File: config.mk
export PLATFORM = sky130hd
export DESIGN_NAME = byte_block_packer
export DESIGN_NICKNAME = d
export VERILOG_FILES = /design/src/rtl/byte_block_packer.sv
export SDC_FILE = /design/constraint.sdc
export NUM_CORES = 1
export LEC_CHECK = 0
export BUFFER_PORTS_ARGS = -buffer_cell sky130_fd_sc_hd__buf_2
export CAP_MARGIN = 20
export CORE_ASPECT_RATIO = 0.6
export CORE_MARGIN = 1
export CORE_UTILIZATION = 42
export CTS_BUF_LIST = sky130_fd_sc_hd__clkbuf_4
export DETAILED_ROUTE_END_ITERATION = 12
export PLACE_DENSITY = 0.66
export SLEW_MARGIN = 20
export SYNTH_ARGS = -nofsm -noshare
export SYNTH_HDL_FRONTEND = slang
export SYNTH_SLANG_ARGS = --single-unit
File: constraint.sdc
create_clock -name sys_clk -period 3.26 [get_ports sys_clk]
set_input_delay 0.978 -clock sys_clk [delete_from_list [all_inputs] [get_ports sys_clk]]
set_output_delay 0.978 -clock sys_clk [all_outputs]
set_load 0.01 [all_outputs]
File: src/rtl/byte_block_packer.sv
// byte_block_packer
//   Packs bytes from a UART receiver into 64-bit blocks for a TDES core.
//   The first byte received lands in blk_dataH[63:56]. A finished block is
//   held with blk_validH=1 until blk_readyH is seen.
//
// Ports
//   sys_clk     in   clock for all state
//   sys_rst_l   in   asynchronous active-low reset
//   rec_dataH   in   [7:0]  received byte
//   rec_readyH  in   receiver byte-ready level (rising edge = new byte)
//   blk_dataH   out  [63:0] assembled block
//   blk_validH  out  block available
//   blk_readyH  in   consumer accepts block (only looked at while holding)
//   byte_cntH   out  [2:0]  bytes in the current partial block
//   clr_errH    in   synchronous clear of the sticky error flags
//   overrunH    out  sticky: a byte arrived while a block was pending
//   timeoutH    out  sticky: a partial block was abandoned
//
// Build option
//   PACKER_TIMEOUT_EN : when defined, a partial block that receives no byte
//   for TIMEOUT_CYCLES clocks is discarded and timeoutH is set. When not
//   defined there is no counter and timeoutH is constant 0.
module byte_block_packer #(
  parameter int unsigned TIMEOUT_CYCLES = 10000
) (
  input  logic        sys_clk,
  input  logic        sys_rst_l,
  input  logic [7:0]  rec_dataH,
  input  logic        rec_readyH,
  output logic [63:0] blk_dataH,
  output logic        blk_validH,
  input  logic        blk_readyH,
  output logic [2:0]  byte_cntH,
  input  logic        clr_errH,
  output logic        overrunH,
  output logic        timeoutH
);

  typedef enum logic {
    COLLECT = 1'b0,
    HOLD    = 1'b1
  } state_e;

  if (TIMEOUT_CYCLES < 1) begin : g_bad_timeout
    $error("TIMEOUT_CYCLES must be at least 1");
  end

  state_e      state_q, state_d;
  logic [63:0] data_q, data_d;
  logic [2:0]  cnt_q, cnt_d;
  logic        ovr_q, ovr_d;
  logic        rdy_q;
  logic        strobe;
  logic        tmo_hit;
  logic [2:0]  eff_cnt;

  assign strobe = rec_readyH & ~rdy_q;

  // A timeout and a strobe on the same edge: the partial block is dropped
  // first, so the new byte is treated as byte 0.
  assign eff_cnt = tmo_hit ? 3'd0 : cnt_q;

  always_comb begin
    state_d = state_q;
    data_d  = data_q;
    cnt_d   = cnt_q;
    ovr_d   = clr_errH ? 1'b0 : ovr_q;
    unique case (state_q)
      COLLECT: begin
        if (tmo_hit) begin
          cnt_d  = '0;
          data_d = '0;
        end
        if (strobe) begin
          if (eff_cnt == 3'd0) begin
            data_d = {rec_dataH, 56'd0};
          end else begin
            // byte k sits at bits [8*(7-k)+7 : 8*(7-k)]; 7-k == ~k in 3 bits
            data_d[{~eff_cnt, 3'b000} +: 8] = rec_dataH;
          end
          if (eff_cnt == 3'd7) begin
            state_d = HOLD;
            cnt_d   = '0;
          end else begin
            cnt_d = eff_cnt + 3'd1;
          end
        end
      end
      HOLD: begin
        if (blk_readyH) begin
          state_d = COLLECT;
          if (strobe) begin
            data_d = {rec_dataH, 56'd0};
            cnt_d  = 3'd1;
          end
        end else if (strobe) begin
          ovr_d = 1'b1;
        end
      end
      default: state_d = COLLECT;
    endcase
  end

  always_ff @(posedge sys_clk or negedge sys_rst_l) begin
    if (!sys_rst_l) begin
      state_q <= COLLECT;
      data_q  <= '0;
      cnt_q   <= '0;
      ovr_q   <= 1'b0;
      rdy_q   <= 1'b0;
    end else begin
      state_q <= state_d;
      data_q  <= data_d;
      cnt_q   <= cnt_d;
      ovr_q   <= ovr_d;
      rdy_q   <= rec_readyH;
    end
  end

`ifdef PACKER_TIMEOUT_EN
  localparam int unsigned TW = $clog2(TIMEOUT_CYCLES + 1);

  logic [TW-1:0] tcnt_q, tcnt_d;
  logic          tflag_q, tflag_d;

  // Fires on the edge at which the idle count would reach TIMEOUT_CYCLES.
  assign tmo_hit = (state_q == COLLECT) && (cnt_q != 3'd0) &&
                   (tcnt_q == TW'(TIMEOUT_CYCLES - 1));

  always_comb begin
    tcnt_d = tcnt_q;
    if ((state_q != COLLECT) || (cnt_q == 3'd0) || strobe || tmo_hit) begin
      tcnt_d = '0;
    end else begin
      tcnt_d = tcnt_q + 1'b1;
    end
    tflag_d = clr_errH ? 1'b0 : tflag_q;
    if (tmo_hit) begin
      tflag_d = 1'b1;
    end
  end

  always_ff @(posedge sys_clk or negedge sys_rst_l) begin
    if (!sys_rst_l) begin
      tcnt_q  <= '0;
      tflag_q <= 1'b0;
    end else begin
      tcnt_q  <= tcnt_d;
      tflag_q <= tflag_d;
    end
  end

  assign timeoutH = tflag_q;
`else
  assign tmo_hit  = 1'b0;
  assign timeoutH = 1'b0;
`endif

  assign blk_dataH  = data_q;
  assign blk_validH = (state_q == HOLD);
  assign byte_cntH  = cnt_q;
  assign overrunH   = ovr_q;

endmodule
* After elaboration in Yosys (flattened, before gate mapping)
Index checks and enable logic that the tools add are counted.
** Word-level totals
- Flip-flop bits (word level) :: 70
- Bits in latches :: 0
- Bits in writable memories :: 0
- ROM bits :: 0
- Bits of input ports :: 13
- Output and inout port bits :: 70
- Word-level logic and storage cells :: 40
- Memories kept :: 0
** Cells by class
- Add/subtract/negate cells :: 2
- Multiply operators :: 0
- Div/mod/pow operators :: 0
- Magnitude comparators :: 0
- Eq/ne operators :: 4
- Shift-type cells :: 2
- Mux-type cells :: 20
- Bitwise logic cells :: 4
- Reduce and logical (&&, ||, !) cells :: 3
** Operators by type and width (count)
- two-way mux 64 bit :: 5
- one-hot mux 64 bit (2 select lines) :: 1
- bitwise mux 64 bit :: 1
- variable shift 8 x 8 -> 64 bit (first input constant) :: 1
- indexed part select 8 x 8 -> 64 bit :: 1
- two-way mux 3 bit :: 4
- negation 6 -> 8 bit :: 1
- two-way mux 1 bit :: 7
- one-hot mux 3 bit (2 select lines) :: 1
- != test 2 bit (second input constant) :: 2
- adder 3 x 1 -> 3 bit (second input constant) :: 1
- == test 3 bit (second input constant) :: 1
- logical NOT 3 bit :: 1
- NOT 3 bit :: 1
- AND reduction 3 bit :: 1
- != test 2 x 1 -> 1 bit (second input constant) :: 1
- NOT 1 bit :: 2
- one-hot mux 1 bit (2 select lines) :: 1
- AND reduction 2 bit :: 1
- AND 1 bit :: 1

* Longest topological paths before layout
Gate-level depths: netlist of the first run.
- Depth in word-level cells :: 7
- Depth in mapped cells :: 9
- Gate-level depth less buffers :: 6

* Least setup slack after synthesis of the first run
No wires, ideal clock.
- Path kind :: reg2reg
- From :: reg cnt_q[1], in the netlist byte_cntH[1]
- To :: reg data_q[10], in the netlist blk_dataH[10]
- Library setup time :: 0.121 ns
- Data arrival time :: 2.144 ns
- Required time :: 3.139 ns
- Path slack :: 0.995 ns
- Cell stages (with the launch flop) :: 8
- Path buffers :: 1
- Path through :: dfrtp_1 -> ha_1 -> ha_1 -> clkbuf_2 -> inv_2 -> nor4_4 -> a21oi_2 -> a22o_1
** Between the ends
- Longest elaborated chain between the ends :: 7
- Elaborated cells between the ends (all ways) :: 9
** Ends and longest elaborated chain
- start: declaration :: line 50 : logic [2:0] cnt_q, cnt_d;
- start signal: assignment :: line 114 : cnt_q <= cnt_d;
- NOT 3 bit :: line 79 : data_d[{~eff_cnt, 3'b000} +: 8] = rec_dataH;
- negation 6 -> 8 bit :: line 79
- indexed part select 8 x 8 -> 64 bit / variable shift 8 x 8 -> 64 bit (equally long branches) :: line 79
- bitwise mux 64 bit :: line 79
- two-way mux 64 bit * :: line 75 : if (eff_cnt == 3'd0) begin
- two-way mux 64 bit * :: line 74 : if (strobe) begin
- one-hot mux 64 bit (2 select lines) * :: line 68 : unique case (state_q)
- end signal: assignment :: line 113 : data_q <= data_d;
- end: declaration :: line 49 : logic [63:0] data_q, data_d;
Mark *: on every way between the ends. The rest lies on a longest branch, timed or not.
A chain may end at the register's enable or synchronous reset.

* Final worst setup path of the first run
- From :: reg cnt_q[0], in the netlist byte_cntH[0]
- To :: reg data_q[30], in the netlist blk_dataH[30]
Same word-level chain as after synthesis.

==> results of run 1 <==
==> worst paths after layout <==
path                                      startpoint                   endpoint  slack (ps)  depth (start not counted)
max in group asynchronous                  sys_rst_l   blk_dataH[0]$_DFFE_PN0P_        1930                          2
setup reg to reg            byte_cntH[0]$_DFFE_PN0P_  blk_dataH[30]$_DFFE_PN0P_         580                          6
setup / recovery            byte_cntH[0]$_DFFE_PN0P_  blk_dataH[30]$_DFFE_PN0P_         580                          6
min in group asynchronous                  sys_rst_l  blk_dataH[59]$_DFFE_PN0P_         740                          2
hold / removal             blk_dataH[50]$_DFFE_PN0P_  blk_dataH[50]$_DFFE_PN0P_         510                          1
hold reg to reg            blk_dataH[50]$_DFFE_PN0P_  blk_dataH[50]$_DFFE_PN0P_         510                          1
==> Yosys cell counts, drive strengths merged, types with 2 or more instances <==
cell	number
dfrtp	70
a22o	48
nand2	19
inv	14
a21oi	9
mux2i	8
nor2	7
buf	6
clkdlybuf4s25	6
ha	6
nand4	6
a31oi	5
o21ai	5
nand3	4
nor3	4
a32o	3
and3	3
clkbuf	3
nand2b	3
nor2b	3
o2bb2ai	2
==> routing by layer <==
| layer | wire [microns] | share of wire (%) |
|---|---|---|
| met1 | 4010 | 52 |
| met4 | 42 | 0.54 |
| met5 | 0 | 0 |
| met2 | 3140 | 41 |
| met3 | 534 | 6.9 |
==> final cells by class <==
type / instances / area, sq um / share of cell area [%]
Timing Repair Buffer: 82 / 413 / 11.2
Inverter: 14 / 52.6 / 1.43
Clock inverter: 6 / 86.3 / 2.35
Sequential cell: 70 / 1750 / 47.7
Tap cell: 87 / 109 / 2.96
Multi-Input combinational cell: 146 / 1200 / 32.5
Clock buffer: 9 / 67.6 / 1.84
==> logic make-up after synthesis <==
group,share of synthesized area [%]
AO/OA/AOI/OAI,22.3
multiplexers,2.57
buffers and inverters,5.27
AND/OR/NAND/NOR,11.1
other,0.121
flip-flops,56.3
adder cells (fa/ha/maj),2.41
==> power groups by stage <==
stage	sequential, mW	clock (mW)	combinational (mW)
floorplan	1.36	0	0.671
global placement	1.28	0	1.13
CTS	1.27	0.632	1.16
detailed placement	1.28	0	1.16
global route	1.30	0.672	1.28
finish	1.27	0.617	1.16
==> worst max-delay path, stage by stage (launching register included) <==
cell and delay (ps):
sky130_fd_sc_hd__dfrtp_1 550, sky130_fd_sc_hd__ha_1 310, sky130_fd_sc_hd__ha_1 480, sky130_fd_sc_hd__inv_2 100
sky130_fd_sc_hd__nor4_4 600, sky130_fd_sc_hd__a21oi_2 240, sky130_fd_sc_hd__a22o_1 290
==> flip-flops by register name, summed over array words and instances, names as in the netlist <==
register    count
overrunH        1
blk_dataH      64
blk_validH      1
byte_cntH       3
rdy_q           1
==> stage by stage <==
stage	power, mW	std cells
after floorplan	2.03	245
after global placement	2.41	399
after detailed placement	2.44	399
after CTS	3.06	414
after global routing	3.25	414
final	3.04	414
==> out/qor.log, run 1 <==
qor: power.power.density_cell_area 827 mW/mm^2
qor: cells_and_area.area_growth_syn_to_layout 18.1%
qor: cells_and_area.final_area 0.00368 sq mm
qor: power.power.net_switching 1.17 mW
qor: clock_tree.ctsResizeCount 0
qor: cells_and_area.fin_util 53.2%
qor: power.p_comb_share 38.0%
qor: cells_and_area.layout_cells_sized_above_1 35.2%
qor: critical_path.crit_path_start_kind register
qor: routing.detail-route-antenna-nets 0
qor: sta.finalSetupTns 0 ps
qor: cells_and_area.antennaDiodeCount 0
qor: clock_tree.post_cts_hold_buffer_count 0
qor: global_route.globalRoute.totalOverflow 0
qor: cells_and_area.mostFrequentLayoutCells 81 x sky130_fd_sc_hd__buf_2, 70 x sky130_fd_sc_hd__dfrtp_1, 48 x sky130_fd_sc_hd__a22o_1, 19 x sky130_fd_sc_hd__nand2_1, 13 x sky130_fd_sc_hd__inv_1
qor: critical_path.endpoint_kind register
qor: clock_tree.clk_transition_reported_paths 120 ps
qor: clock_tree.clock_sink_count 70
qor: critical_path.arrival 2980 ps
qor: die.die_height 68.7 microns
qor: sta.clock-skew-final 14.3 ps
qor: yosys.syn-instance-count 245
qor: yosys.synth-warning-count 0
qor: yosys.synth_seq_cells 70
qor: cells_and_area.fill_cells 619
qor: power.power.ir.vdd_worst 323 uV
qor: power.switching_share 38.5%
qor: sta.finalMaxSlewViolations 0
qor: critical_path.cp_data_required_time 3560 ps
qor: die.core-area 0.00691 sq mm
qor: global_route.grt_antenna_before_repair 0
qor: yosys.synth_area_leaders sky130_fd_sc_hd__dfrtp_1 56%, sky130_fd_sc_hd__a22o_1 14%, sky130_fd_sc_hd__a31oi_4 2.7%
qor: sta.max_clock_freq 373 MHz
qor: sta.post-route-worst-setup-slack 580 ps
qor: yosys.yosysSeqAreaShare 56.3%
qor: yosys.synth_edf_count 0
qor: cells_and_area.layout_commonest_cell sky130_fd_sc_hd__buf_2
qor: die.start_util 45.1%
qor: power.clock_power_share 20.3%
qor: yosys.syn_area_per_cell 12.7 sq um
qor: hold_path.hp-class register to register
qor: sta.worst_hold_slack 513 ps
qor: placed_design.gp_congestion 0.901
qor: placed_design.dp_slack 587 ps
qor: run_status.run_status finished clean
qor: sta.worst_slew_pin_slew 889 ps
qor: clock_tree.tritoncts built
qor: clock_tree.cts.root.buffer_cell sky130_fd_sc_hd__clkbuf_4
qor: sta.timing.final.setup_violations 0
qor: sta.finalHoldViolCount 0
qor: placed_design.dp_hpwl 5480 microns
qor: yosys.synth_area 0.00311 sq mm
qor: power.power.share.sequential 41.7%
qor: routing.detailroute.via_count 2337
qor: routing.remaining_drc_errors 0
qor: global_route.via_count_of_the_first_global_routing_pass 2245
qor: global_route.grtUsageMet3 7.08%
qor: global_route.grt_start_max_net_pins 71
qor: clock_tree.cts_setup_buffers 0
qor: critical_path.worstSetupPathType register to register
qor: yosys.post_synth_num_cell_types 43
qor: power.power.internal 1.87 mW
qor: clock_tree.worst_skew_pair.late_latency 420 ps
qor: routing.drt_first_pass_iters 4
qor: sta.finalWorstPathRequiredPeriod 2680 ps
qor: die.die-width 113 microns
qor: yosys.synth_ff_type sky130_fd_sc_hd__dfrtp_1
qor: global_route.first_pass_grt_wire_length 12300 microns
qor: sta.slew_headroom 40.7%
qor: cells_and_area.design.final.nets 342
qor: critical_path.crit_fanout 13
qor: global_route.groute.usage.overall 21.8%
qor: clock_tree.cts_buffer_depth 2
qor: clock_tree.h-tree-depth 3
qor: clock_tree.numCtsBuffers 9
qor: routing.drc_marker_count_from_the_first_detailed_route_iteration 238
qor: routing.wl_per_cell 18.7 microns
qor: run.drv_cap 0
qor: yosys.synth.net_count 264
qor: sta.final.period_utilization 82.2%
qor: global_route.grt_met1_usage 32.7%
qor: die.floorplan.rows 23
qor: routing.route.final.wire_length 7730 microns
qor: die.floorplan.die_area 0.00777 sq mm
qor: yosys.cell_taking_the_most_area_after_synthesis sky130_fd_sc_hd__dfrtp_1
qor: routing.routed_via_density 5.64
qor: yosys.synthArstFlopShare 100%
qor: global_route.met2_track_demand_over_resource_in_global_routing 30.6%
qor: die.floorplan.io_pins 83
qor: global_route.grt_most_used_layer met1
qor: yosys.yosys.area.top_type_share 56.3%
qor: sta.grt_setup_unrepaired false
qor: placed_design.port_buffers 81
qor: placed_design.placed_cell_area 0.00352 sq mm
qor: power.total_leakage_power 1.92 nW
(Power assumes the default switching activity.)
==> run 2, diff against run 1 <==
==> constraint.sdc (replaced) <==
create_clock -name sys_clk -period 2.5 [get_ports sys_clk]
set_input_delay 0.75 -clock sys_clk [delete_from_list [all_inputs] [get_ports sys_clk]]
set_output_delay 0.75 -clock sys_clk [all_outputs]
set_load 0.01 [all_outputs]
==> out/qor.log, run 2 (same netlist as run 1, synthesis figures left out) <==
qor: cells_and_area.area_growth_syn_to_layout 21.0% [was 18.1%]
qor: routing.met3RoutedLength 550 microns [was 534 microns]
qor: die.die_height 68.7 microns [unchanged]
qor: critical_path.critical_path.cell_chain ha_1 -> ha_1 -> inv_2 -> nor4_4 -> buf_4 -> a21oi_2 -> a22o_1 [was ha_1 -> ha_1 -> inv_2 -> nor4_4 -> a21oi_2 -> a22o_1]
qor: sta.finalHoldViolCount 0 [unchanged]
qor: routing.wl_per_cell 18.1 microns [was 18.7 microns]
qor: critical_path.reg2reg_slack 200 ps [was 580 ps]
qor: global_route.first_pass_grt_wire_length 12200 microns [was 12300 microns]
qor: run.drv_cap 0 [unchanged]
qor: power.switching_share 38.5% [about the same]
qor: cells_and_area.layout_commonest_cell sky130_fd_sc_hd__buf_2 [unchanged]
qor: power.total_leakage_power 1.97 nW [was 1.92 nW]
qor: critical_path.cpMostUsedCell sky130_fd_sc_hd__ha_1 [unchanged]
qor: sta.finalWorstPathRequiredPeriod 2300 ps [was 2680 ps]
qor: critical_path.worst_r2r_endpoint blk_dataH[31]$_DFFE_PN0P_ [was blk_dataH[30]$_DFFE_PN0P_]
qor: die.floorplan.rows 23 [unchanged]
qor: routing.drc_marker_count_from_the_first_detailed_route_iteration 146 [was 238]
qor: cells_and_area.design.final.nets 351 [was 342]
qor: routing.detailroute.via_count 2337 [unchanged]
qor: critical_path.crit_path_start_kind register [unchanged]
qor: die.floorplan.io_pins 83 [unchanged]
qor: global_route.via_count_of_the_first_global_routing_pass 2190 [was 2245]
qor: cells_and_area.final-seq-area 0.00175 sq mm [unchanged]
qor: cells_and_area.antennaDiodeCount 0 [unchanged]
qor: power.power.share.sequential 40.3% [was 41.7%]
qor: placed_design.dp_hpwl 5510 microns [was 5480 microns]
qor: critical_path.arrival 2620 ps [was 2980 ps]
qor: critical_path.critPathSlowestCell sky130_fd_sc_hd__dfrtp_1 [was sky130_fd_sc_hd__nor4_4]
qor: sta.clock-skew-final 15.1 ps [was 14.3 ps]
qor: clock_tree.h-tree-depth 3 [unchanged]
qor: placed_design.gp_congestion 0.870 [was 0.901]
qor: clock_tree.cts_setup_buffers 0 [unchanged]
qor: power.power.internal 2.50 mW [was 1.87 mW]
qor: power.p_comb_share 39.0% [was 38.0%]
qor: routing.detail-route-antenna-nets 0 [unchanged]
qor: critical_path.r2r.worst_path.cells 7 [was 6]
qor: power.clock_power_share 20.7% [was 20.3%]
qor: cells_and_area.layout_cells_sized_above_1 37.1% [was 35.2%]
qor: die.die-width 113 microns [unchanged]
qor: routing.routed_via_density 5.51 [was 5.64]
qor: critical_path.critical-path-max-stage-delay 490 ps [was 600 ps]
qor: critical_path.crit_fanout 8 [was 13]
qor: global_route.groute.usage.overall 21.5% [was 21.8%]
qor: clock_tree.post_cts_hold_buffer_count 0 [unchanged]
qor: clock_tree.ctsResizeCount 0 [unchanged]
qor: sta.max_clock_freq 435 MHz [was 373 MHz]
qor: routing.route.top_layer_used met4 [unchanged]
qor: routing.route.final.wire_length 7700 microns [was 7730 microns]
qor: clock_tree.tritoncts built [unchanged]
qor: sta.final.period_utilization 92.0% [was 82.2%]
qor: hold_path.hp-class primary input to async pin [was register to register]
qor: clock_tree.clock_sink_count 70 [unchanged]
qor: routing.m1WireLength 4070 microns [was 4010 microns]
qor: cells_and_area.mostFrequentLayoutCells 81 x sky130_fd_sc_hd__buf_2, 70 x sky130_fd_sc_hd__dfrtp_1, 48 x sky130_fd_sc_hd__a22o_1, 19 x sky130_fd_sc_hd__nand2_1, 13 x sky130_fd_sc_hd__inv_1 [unchanged]
qor: critical_path.path_depth 7 [was 6]
qor: cells_and_area.largest_reg_flops 64 [unchanged]
qor: routing.drt_first_pass_iters 4 [unchanged]
qor: die.floorplan.die_area 0.00777 sq mm [unchanged]
qor: clock_tree.cts.root.buffer_cell sky130_fd_sc_hd__clkbuf_4 [unchanged]
qor: cells_and_area.fill_cells 621 [was 619]
qor: sta.finalMaxSlewViolations 0 [unchanged]
qor: routing.remaining_drc_errors 0 [unchanged]
qor: global_route.grt_antenna_before_repair 0 [unchanged]
qor: critical_path.path_delay_family adder cells [unchanged]
qor: die.core-area 0.00691 sq mm [unchanged]
qor: cells_and_area.multi_input_comb_area 0.00120 sq mm [unchanged]
qor: routing.sum_of_met2_wire_segment_lengths_after_detailed_routing 3050 microns [was 3140 microns]
qor: power.power.density_cell_area 1080 mW/mm^2 [was 827 mW/mm^2]
qor: critical_path.worstSetupPathType register to register [unchanged]
qor: clock_tree.worst_skew_pair.late_latency 430 ps [was 420 ps]
qor: sta.finalSetupTns 0 ps [unchanged]
qor: global_route.globalRoute.totalOverflow 0 [unchanged]
qor: clock_tree.clk_transition_reported_paths 130 ps [was 120 ps]
qor: die.start_util 45.1% [unchanged]
qor: clock_tree.numCtsBuffers 9 [unchanged]
qor: clock_tree.cts_buffer_depth 2 [unchanged]
qor: critical_path.endpoint_kind register [unchanged]
qor: cells_and_area.fin_util 54.5% [was 53.2%]
qor: run_status.run_status finished clean [unchanged]
qor: sta.grt_setup_unrepaired false [unchanged]
qor: power.total_power 4.07 mW [was 3.04 mW]
qor: global_route.grt_start_max_net_pins 52 [was 71]
qor: critical_path.reg2reg_from byte_cntH[1]$_DFFE_PN0P_ [was byte_cntH[0]$_DFFE_PN0P_]
qor: critical_path.worst-path-buf-inv 2 [was 1]
qor: sta.timing.final.setup_violations 0 [unchanged]
qor: power.power.ir.vdd_worst 447 uV [was 323 uV]
qor: placed_design.port_buffers 81 [unchanged]
qor: power.power.net_switching 1.56 mW [was 1.17 mW]
qor: critical_path.cp_data_required_time 2820 ps [was 3560 ps]
run 2: cell count changes in the layout (fill, tap and decap cells not counted), sizes merged:
cell,delta
clkinvlp,+2
inv,+1
buf,+9
clkinv,-2
run 2: worst max path at each step:
stage                                        start                   endpoint  slack (ps)
after floorplan           byte_cntH[1]$_DFFE_PN0P_  blk_dataH[10]$_DFFE_PN0P_         230
after global placement    byte_cntH[1]$_DFFE_PN0P_  blk_dataH[29]$_DFFE_PN0P_         270
after detailed placement  byte_cntH[1]$_DFFE_PN0P_  blk_dataH[18]$_DFFE_PN0P_         220
after CTS                 byte_cntH[1]$_DFFE_PN0P_  blk_dataH[31]$_DFFE_PN0P_         190
after global routing      byte_cntH[1]$_DFFE_PN0P_  blk_dataH[30]$_DFFE_PN0P_          80
final                     byte_cntH[1]$_DFFE_PN0P_  blk_dataH[31]$_DFFE_PN0P_         200
run 2: power by group through the flow:
stage                     combinational (mW)  clock (mW)  sequential, mW
final                                   1.59       0.841            1.64
after floorplan                        0.874           0            1.77
after global placement                  1.57           0            1.66
after detailed placement                1.59           0            1.66
after CTS                               1.59       0.869            1.64
after global routing                    1.74       0.916            1.68
run 2: area by class of cell:
class / instances / share of cell area, %
well taps: 87 / 2.89
repair buffers: 91 / 13.1
clock inverters: 7 / 2.56
multi-input cells: 146 / 31.8
flip-flops and latches: 70 / 46.5
inverters: 14 / 1.40
clock buffers: 9 / 1.79
run 2: stage by stage:
stage               setup WS (ps)  cells  area, sq um  hold slack [ps]
CTS                           186    424         3770              249
detailed placement            223    408         3600              476
floorplan                     235    245         3110              454
finish                        201    424         3770              252
global placement              265    408         3600              480
global route                 75.6    424         3770              260
run 2: worst reg2reg max path: cells and delay by family (launching register included):
family	cells	cell delay [ps]
AOI/OAI and AO/OA	2	420
adders and majority gates	2	700
buffers and inverters	2	320
DFF	1	490
and+or+nand+nor	1	280
run 2: routing by layer:
layer / GRT usage, % / vias to the layer above
met5: 0 / -
met4: 3.45 / 0
met1: 31.8 / 1158
met3: 8.48 / 4
met2: 29.6 / 83
li1: - / 1092
==> run 3, diff against run 2 <==
--- a/config.mk
+++ b/config.mk
@@ -7,8 +7,7 @@
 export LEC_CHECK = 0
 export BUFFER_PORTS_ARGS = -buffer_cell sky130_fd_sc_hd__buf_2
 export CAP_MARGIN = 20
-export CORE_ASPECT_RATIO = 0.6
-export CORE_MARGIN = 1
+export CORE_ASPECT_RATIO = 1.5
 export CORE_UTILIZATION = 42
 export CTS_BUF_LIST = sky130_fd_sc_hd__clkbuf_4
 export DETAILED_ROUTE_END_ITERATION = 12
==> out/qor.log, run 3 (same netlist as run 1, synthesis figures left out) <==
qor: global_route.grt_start_max_net_pins 71 [was 52]
qor: sta.slew_headroom 65.7%
qor: routing.detail-route-antenna-nets 0 [unchanged]
qor: critical_path.r2r.worst_path.cells 6 [was 7]
qor: routing.route.final.wire_length 7660 microns [was 7700 microns]
qor: sta.clock-skew-final 16.7 ps [was 15.1 ps]
qor: placed_design.dp_cells 419 [was 408]
qor: clock_tree.post_cts_hold_buffer_count 0 [unchanged]
qor: placed_design.gp_congestion 0.821 [was 0.870]
qor: cells_and_area.multi_input_comb_area 0.00120 sq mm [unchanged]
qor: sta.finalHoldViolCount 0 [unchanged]
qor: cells_and_area.design.final.nets 349 [was 351]
qor: die.die-width 72.3 microns [was 113 microns]
qor: clock_tree.cts_setup_buffers 0 [unchanged]
qor: critical_path.reg2reg_from byte_cntH[1]$_DFFE_PN0P_ [unchanged]
qor: power.power.net_switching 1.53 mW [was 1.56 mW]
qor: routing.drt_first_pass_iters 4 [unchanged]
qor: cells_and_area.antennaDiodeCount 0 [unchanged]
qor: die.floorplan.io_pins 83 [unchanged]
qor: sta.timing.final.setup_violations 0 [unchanged]
qor: sta.finalSetupTns 0 ps [unchanged]
qor: power.power.share.sequential 41.7% [was 40.3%]
qor: critical_path.crit_path_start_kind register [unchanged]
qor: die.core-area 0.00718 sq mm [was 0.00691 sq mm]
qor: sta.grt_setup_unrepaired false [unchanged]
qor: clock_tree.tritoncts built [unchanged]
qor: critical_path.worstSetupPathType register to register [unchanged]
qor: routing.remaining_drc_errors 0 [unchanged]
qor: power.total_leakage_power 1.95 nW [was 1.97 nW]
qor: critical_path.crit_fanout 10 [was 8]
qor: critical_path.endpoint_kind register [unchanged]
qor: power.switching_share 38.9% [was 38.5%]
qor: sta.worst_slew_pin_slew 513 ps
qor: clock_tree.ctsResizeCount 0 [unchanged]
qor: global_route.globalRoute.totalOverflow 0 [unchanged]
qor: cells_and_area.largest_reg_flops 64 [unchanged]
qor: global_route.grt_antenna_before_repair 0 [unchanged]
qor: sta.worst_hold_slack 316 ps [was 252 ps]
qor: placed_design.placed_cell_area 0.00360 sq mm [about the same]
qor: routing.detailroute.via_count 2342 [was 2337]
qor: run_status.run_status finished clean [unchanged]
qor: die.start_util 43.3% [was 45.1%]
qor: cells_and_area.final_area 0.00373 sq mm [was 0.00377 sq mm]
qor: die.floorplan.die_area 0.00776 sq mm [was 0.00777 sq mm]
qor: sta.max_clock_freq 442 MHz [was 435 MHz]
qor: routing.wl_per_cell 17.6 microns [was 18.1 microns]
qor: critical_path.cp_data_required_time 2820 ps [about the same]
qor: critical_path.arrival 2580 ps [was 2620 ps]
qor: power.p_comb_share 40.4% [was 39.0%]
qor: cells_and_area.mostFrequentLayoutCells 81 x sky130_fd_sc_hd__buf_2, 70 x sky130_fd_sc_hd__dfrtp_1, 48 x sky130_fd_sc_hd__a22o_1, 19 x sky130_fd_sc_hd__nand2_1, 13 x sky130_fd_sc_hd__inv_1 [unchanged]
qor: clock_tree.cts_buffer_depth 2 [unchanged]
qor: clock_tree.cts.root.buffer_cell sky130_fd_sc_hd__clkbuf_4 [unchanged]
qor: cells_and_area.layout.cells.non_filler 435 [was 424]
qor: power.power.density_cell_area 1050 mW/mm^2 [was 1080 mW/mm^2]
qor: cells_and_area.layout_commonest_cell sky130_fd_sc_hd__buf_2 [unchanged]
qor: placed_design.port_buffers 81 [unchanged]
qor: cells_and_area.fin_util 52.0% [was 54.5%]
qor: power.clock_power_share 17.9% [was 20.7%]
qor: routing.routed_via_density 5.38 [was 5.51]
qor: clock_tree.clock_sink_count 70 [unchanged]
qor: die.floorplan.rows 38 [was 23]
qor: cells_and_area.fill_cells 677 [was 621]
qor: sta.finalMaxSlewViolations 0 [unchanged]
qor: cells_and_area.final-seq-area 0.00175 sq mm [unchanged]
qor: clock_tree.clk_transition_reported_paths 110 ps [was 130 ps]
qor: global_route.first_pass_grt_wire_length 12200 microns [about the same]
qor: sta.finalWorstPathRequiredPeriod 2260 ps [was 2300 ps]
qor: die.die_height 107 microns [was 68.7 microns]
qor: clock_tree.worst_skew_pair.late_latency 440 ps [was 430 ps]
qor: clock_tree.h-tree-depth 3 [unchanged]
qor: power.power.ir.vdd_worst 476 uV [was 447 uV]
qor: critical_path.setup.worst_path.start byte_cntH[1]$_DFFE_PN0P_ [unchanged]
qor: placed_design.dp_hpwl 5540 microns [was 5510 microns]
qor: sta.final.period_utilization 90.5% [was 92.0%]
qor: run.drv_cap 0 [unchanged]
qor: cells_and_area.layout_cells_sized_above_1 36.4% [was 37.1%]
qor: power.power.internal 2.40 mW [was 2.50 mW]
qor: hold_path.hp-class primary input to async pin [unchanged]
qor: routing.drc_marker_count_from_the_first_detailed_route_iteration 118 [was 146]
qor: cells_and_area.area_growth_syn_to_layout 19.9% [was 21.0%]
qor: global_route.groute.usage.overall 21.3% [was 21.5%]
qor: clock_tree.numCtsBuffers 9 [unchanged]
qor: global_route.via_count_of_the_first_global_routing_pass 2300 [was 2190]
-- run 3: power groups by stage --
stage	Clock, mW	Combinational [mW]	Sequential (mW)
floorplan	0	0.874	1.77
global placement	0	1.57	1.65
detailed placement	0	1.59	1.67
CTS	0.727	1.60	1.64
global route	0.762	1.74	1.68
finish	0.704	1.59	1.64
-- run 3: final cells by class --
| type | instances | area share [%] |
|---|---|---|
| flip-flops and latches | 70 | 46.9 |
| repair buffers | 89 | 12.8 |
| multi-input cells | 146 | 32.1 |
| clock inverters | 6 | 1.41 |
| clock buffers | 10 | 2.01 |
| well taps | 100 | 3.35 |
| inverters | 14 | 1.41 |
-- run 3: critical path: stages, from the launching register on --
cell and delay, ps:
sky130_fd_sc_hd__dfrtp_1 490, sky130_fd_sc_hd__inv_1 120, sky130_fd_sc_hd__ha_1 280, sky130_fd_sc_hd__or3b_4 420, sky130_fd_sc_hd__a21oi_4 430, sky130_fd_sc_hd__a21oi_2 150, sky130_fd_sc_hd__a22o_1 260
-- run 3: stage by stage --
stage	power [mW]	setup slack (ps)
after floorplan	2.65	235
after global placement	3.22	280
after detailed placement	3.26	244
after CTS	3.97	236
after global routing	4.19	88.6
final	3.93	238
-- run 3: final timing paths --
| path | end | slack [ps] |
|---|---|---|
| setup / recovery | blk_dataH[9]$_DFFE_PN0P_ | 240 |
| hold / removal | blk_dataH[12]$_DFFE_PN0P_ | 320 |
| setup reg to reg | blk_dataH[9]$_DFFE_PN0P_ | 240 |
| hold reg to reg | blk_dataH[15]$_DFFE_PN0P_ | 500 |
| max in group asynchronous | blk_dataH[63]$_DFFE_PN0P_ | 1890 |
| min in group sys_clk | rdy_q$_DFF_PN0_ | 460 |
-- run 3: per-layer routing --
layer	vias to the layer above	track usage (%)	part of all wire [%]
met4	0	9.52	1.9
met5	-	0	0
li1	1080	-	-
met1	1179	25.6	42
met3	11	5.52	4.8
met2	72	35.3	51
